## src/rtl/pipe_skid_stage.sv

```systemverilog
// pipe_skid_stage
// Two-entry skid buffer for a valid/ready pipeline. It accepts and delivers
// one entry per clock when downstream is ready. in_ready is decoded from the
// registered state only, so there is no combinational path from in_valid or
// out_ready back to in_ready. The second register (skid) absorbs the entry
// that arrives in the same cycle downstream stalls.
//
// State table
//   state | meaning
//   EMPTY | no entry held
//   ONE   | main valid, skid unused
//   TWO   | main and skid valid, in_ready low
//
// Ports
//   clk        clock, rising edge
//   rst        synchronous active-high reset (wins over flush)
//   flush      synchronous discard of all held entries
//   in_valid   upstream presents in_data
//   in_ready   stage can accept an entry this cycle
//   in_data    upstream payload [DATA_W]
//   out_valid  out_data holds a valid entry
//   out_ready  downstream accepts out_data this cycle
//   out_data   head payload, driven straight from the main register
//   occupancy  number of held entries (0..2)
//   hold_cnt   saturating count of cycles with out_valid & ~out_ready
module pipe_skid_stage #(
    parameter int DATA_W        = 64,
    parameter bit ZERO_ON_FLUSH = 1'b1,
    parameter int CNT_W         = 16
) (
    input  logic              clk,
    input  logic              rst,
    input  logic              flush,
    input  logic              in_valid,
    output logic              in_ready,
    input  logic [DATA_W-1:0] in_data,
    output logic              out_valid,
    input  logic              out_ready,
    output logic [DATA_W-1:0] out_data,
    output logic [1:0]        occupancy,
    output logic [CNT_W-1:0]  hold_cnt
);

    typedef enum logic [1:0] {
        EMPTY = 2'd0,
        ONE   = 2'd1,
        TWO   = 2'd2
    } state_t;

    localparam logic [CNT_W-1:0] cntMax = '1;

    state_t            state;
    state_t            stateNext;
    logic [DATA_W-1:0] mainReg;
    logic [DATA_W-1:0] mainNext;
    logic [DATA_W-1:0] skidReg;
    logic [DATA_W-1:0] skidNext;
    logic [CNT_W-1:0]  holdCnt;
    logic              inXfer;
    logic              outXfer;

    assign in_ready  = (state != TWO);
    assign out_valid = (state != EMPTY);
    assign out_data  = mainReg;
    assign hold_cnt  = holdCnt;
    assign inXfer    = in_valid & in_ready;
    assign outXfer   = out_valid & out_ready;

    always_comb begin
        occupancy = 2'd0;
        case (state)
            ONE:     occupancy = 2'd1;
            TWO:     occupancy = 2'd2;
            default: occupancy = 2'd0;
        endcase
    end

    always_comb begin
        stateNext = state;
        mainNext  = mainReg;
        skidNext  = skidReg;
        case (state)
            EMPTY: begin
                if (inXfer) begin
                    stateNext = ONE;
                    mainNext  = in_data;
                end
            end
            ONE: begin
                if (inXfer && outXfer) begin
                    mainNext = in_data;
                end else if (inXfer) begin
                    stateNext = TWO;
                    skidNext  = in_data;
                end else if (outXfer) begin
                    stateNext = EMPTY;
                end
            end
            TWO: begin
                if (outXfer) begin
                    stateNext = ONE;
                    mainNext  = skidReg;
                end
            end
            default: stateNext = EMPTY;
        endcase

        // Flush overrides every transition; any input in this cycle is lost,
        // while an output transfer in this cycle has already been consumed.
        if (flush) begin
            stateNext = EMPTY;
            if (ZERO_ON_FLUSH) begin
                mainNext = '0;
                skidNext = '0;
            end else begin
                mainNext = mainReg;
                skidNext = skidReg;
            end
        end
    end

    always_ff @(posedge clk) begin
        if (rst) begin
            state   <= EMPTY;
            mainReg <= '0;
            skidReg <= '0;
        end else begin
            state   <= stateNext;
            mainReg <= mainNext;
            skidReg <= skidNext;
        end
    end

    // Only rst clears the stall counter; flush leaves it alone.
    always_ff @(posedge clk) begin
        if (rst) begin
            holdCnt <= '0;
        end else if (out_valid && !out_ready && (holdCnt != cntMax)) begin
            holdCnt <= holdCnt + 1'b1;
        end
    end

endmodule

```

## config.mk

```make
export PLATFORM = sky130hd
export DESIGN_NAME = pipe_skid_stage
export DESIGN_NICKNAME = d
export VERILOG_FILES = /design/src/rtl/pipe_skid_stage.sv
export SDC_FILE = /design/constraint.sdc
export NUM_CORES = 1
export LEC_CHECK = 0
export CAP_MARGIN = 20
export CORE_MARGIN = 2
export CORE_UTILIZATION = 50
export CTS_BUF_LIST = sky130_fd_sc_hd__clkbuf_4
export DETAILED_ROUTE_END_ITERATION = 8
export PLACE_DENSITY = 0.88
export SLEW_MARGIN = 20
export SYNTH_ARGS = -nofsm -noshare
export SYNTH_HDL_FRONTEND = slang
export SYNTH_SLANG_ARGS = --single-unit
export TNS_END_PERCENT = 1
```

## constraint.sdc

```tcl
create_clock -name clk -period 4 [get_ports clk]
set_input_delay 0.4 -clock clk [delete_from_list [all_inputs] [get_ports clk]]
set_output_delay 0.4 -clock clk [all_outputs]
set_load 0.02 [all_outputs]
```

==> results.md <==
* **power spent charging and discharging nets** 704 uW
* **Post-Syn Nets** 829
* **number of clock sinks** 146
* **largest net degree at the start of global routing** 79
* **total of endpoints with negative setup slack in the final report** 0
* **Final #Nets** 949
* **max-cap violation count** 0
* **Final Critical Period** 2.87 ns
* **area leader, netlist** dfxtp_1
* **Boundary Pins** 153
* **Post-Route Setup TNS** 0 ns
* **clock transition at the registers of the reported paths** 0.12 ns
* **proportion of layout cells with a drive suffix above 1** 0.0639
* **slew at the pin with the worst max-slew slack** 0.823 ns
* **PD cells** 368 nW/um2
* **data arrival time of the critical path** 2.47 ns
* **number of stages on the worst hold path** 3
* **overall power of the completed layout** 2860 uW
* **worst-case register-to-register setup slack** 1.65 ns
* **total leakage power** 0.00275 uW
* **Synth top area share** 0.496
* **count of cells resized by post-cts repair** 0
* **Seq cells post-synth** 146
* **ANT nets after route** 0
* **deepest level of the CTS H-tree** 4
* **Slew Viols, Final** 0
* **width of the die** 113 um
* **routed length per placed instance** 14.1 um
* **net switching share of the total power** 0.246
* **element type at the critical path start** register
* **max frequency** 349 MHz
* **endpoint kind of the worst setup timing path** output port
* **Via Count** 5,674
* **cell breakdown of the critical path** nand2b_2 -> clkdlybuf4s50_1
* **fin crit share** 0.717
* **count of port buffers added during placement** 152
* **number of distinct standard cells referenced by the synthesized netlist** 44
* **cts hold-fix bufs** 0
* **total count of hold-check failures in the final report** 0
* **startpoint-to-endpoint class of the critical path** reg -> out
* **vias per cell** 5.48
* **required time of the critical path** 3.60 ns
* **die extent in y** 113 um
* **initial DRC count** 424
* **average cell area after synthesis** 7.77 um2
* **Tightest Hold Check Type** in -> reg
* **post-CTS setup-driven buffer insertion count** 0
* **reg-to-reg endpoint** out_data[8]$_SDFFE_PP0P_
* **cell type of the slowest stage on the worst timing path** clkdlybuf4s50_1
* **VDD IR max** 0.000240 V
* **floorplan die area** 12,700 um2
* **CP Max Fanout** 34
* **count of placed standard cells in the final layout, fillers left out** 1,036
* **DRC viols** 0
* **internal power contribution** 2160 uW
* **launch point of the worst reg-to-reg path** state[1]$_SDFFE_PP0P_
* **top area cells in the synthesized netlist** dfxtp_1 50%, nand2_1 17%, a311oi_1 9.5%
* **final HPWL from detailed placement** 9270 um
* **number of cells traversed by the worst register-to-register path** 5
* **unrepaired setup endpoints after global routing** no
* **clock latency on the worst-skew pair** 0.53 ns
* **maximum single-stage delay on the critical path** 0.76 ns
* **number of antenna violations at the first check in global routing** 1
* **Post-Route Utilization** 0.679
* **register share of total power** 0.528
* **worst hold start** in_data[55]
* **via count of the first global-routing pass** 5,152
* **number of warnings printed during yosys synthesis** 0
* **final wirelength** 14,600 um
* **share of total power in combinational logic** 0.116
* **Seq/Total Area, Yosys** 0.496
* **floorplan row count** 39
* **Area Growth Syn to Fin** 32.0%
* **Post-Synthesis Cell Area** 5900 um2
* **total instance count after detailed placement** 1,003
* **Placed Area** 7470 um2
* **global-route wire length before repair** 24,000 um
* **routability cong.** 0.827
* **number of iterations in the first detailed-routing pass** 5
* **status** finished clean
* **GRT Overall Usage** 0.232
* **CTS buffer count** 17
* **Max Clock Skew** 0.0115 ns
* **initial cell density of the core** 0.514
* **total overflow reported by the global router** 0
* **floorplan core area** 11,500 um2
* **Cells after Synth** 759
* **CTS tree** yes
* **worst hold endpoint** skidReg[55]$_SDFFE_PP0P_
* **post-route cell area** 7790 um2
* **clock network fraction of design power** 0.355
* **clock root buffer** clkbuf_4
* **worst slew slack as a fraction of its limit** 0.451
* **maximum root-to-sink buffer count** 2
[stage by stage]
step | worst slack, ns | hold slack, ns
2_1_floorplan | 1.96 | 0.437
6_report | 1.13 | 0.434
5_1_grt | 0.962 | 0.384
3_3_place_gp | 1.65 | 0.442
3_5_place_dp | 1.51 | 0.447
4_1_cts | 1.08 | 0.382
[state kept, by name, indices dropped and copies added (netlist names)]
register	flops
out_data	64
skidReg	64
hold_cnt	16
state	2
[synthesized netlist by cell type (all sizes together)]
master,number
or2,3
a31o,1
nand3,4
a2bb2oi,2
a41oi,1
and3,2
buf,16
dfxtp,146
nor2b,8
o21ba,1
clkbuf,46
a21oi,73
or3,1
nor3b,1
o21ai,1
o31ai,2
inv,3
ha,1
o311ai,2
o21bai,1
nor3,8
nand4,2
a311oi,64
mux2i,1
a21boi,1
a31oi,3
nor2,78
or4,3
nand2,265
and4bb,1
a41o,1
o41ai,2
nand2b,2
and4,1
o22ai,1
nand3b,3
or4b,1
mux2,3
o2111a,1
nor4,3
[cells in the final DEF, fill, tap and decap left out, types with 2 or more instances in the layout]
cell type and instances:
mux2_2 3, nor2b_1 8, nand3_1 3, o311ai_0 2, and3_1 2, a311oi_1 64, or4_1 3, nand2_1 264
nor2_1 78, dfxtp_1 146, a21oi_1 73, buf_4 10, clkinv_2 3, clkdlybuf4s50_1 152, o41ai_1 2, nor4_1 3
or2_2 2, inv_1 2, nand3b_1 3, o31ai_1 2, nor3_1 8, bufinv_16 4, clkbuf_4 20, clkinv_1 3
a2bb2oi_1 2, a31oi_1 3
[power groups by stage]
stage	logic, uW	clock network [uW]	registers, uW
finish	333	1020	1510
global route	361	1110	1520
CTS	335	1040	1510
detailed placement	333	0	1540
global placement	328	0	1540
floorplan	126	0	1580
[worst max path at each step]
stage	to	cells past startpoint	startpoint	slack, ns
after floorplan	hold_cnt[10]$_SDFFE_PP0P_	5	hold_cnt[0]$_SDFFE_PP0P_	1.96
after global placement	hold_cnt[11]$_SDFFE_PP0P_	5	out_ready	1.65
after detailed placement	out_data[34]$_SDFFE_PP0P_	6	out_ready	1.51
after CTS	in_ready	2	state[0]$_SDFFE_PP0P_	1.08
after global routing	in_ready	2	state[0]$_SDFFE_PP0P_	0.96
final	in_ready	2	state[0]$_SDFFE_PP0P_	1.13
[kinds of logic after synthesis]
group | after synthesis | synth area share
adder cells (fa/ha/maj) | 1 | 0.00212
AND/OR/NAND/NOR | 386 | 0.267
AO/OA/AOI/OAI | 157 | 0.184
multiplexers | 4 | 0.00742
flip-flops | 146 | 0.496
buffers and inverters | 65 | 0.0433
[area by class of cell]
type,instances,area [um2]
Clock inverter,12,163
Clock buffer,20,150
Fill cell,938,3680
Timing Repair Buffer,163,1620
Multi-Input combinational cell,548,2740
Antenna cell,1,2.50
Sequential cell,146,2920
Tap cell,143,179
Inverter,3,11.3
[worst max-delay path, delay by kind of cell (launching register included)]
family	cells	cell delay (ns)
buffers and inverters	1	0.76
flip-flops	1	0.47
AND/OR/NAND/NOR	1	0.71
[routing by layer]
layer / GRT usage / up-vias / share of wire
met5: 0 / - / 0
met4: 0.0886 / 0 / 0.019
met3: 0.0675 / 24 / 0.059
met2: 0.385 / 168 / 0.49
met1: 0.286 / 2639 / 0.44
li1: - / 2843 / -
Note: power is estimated with default switching activity, not from simulation.
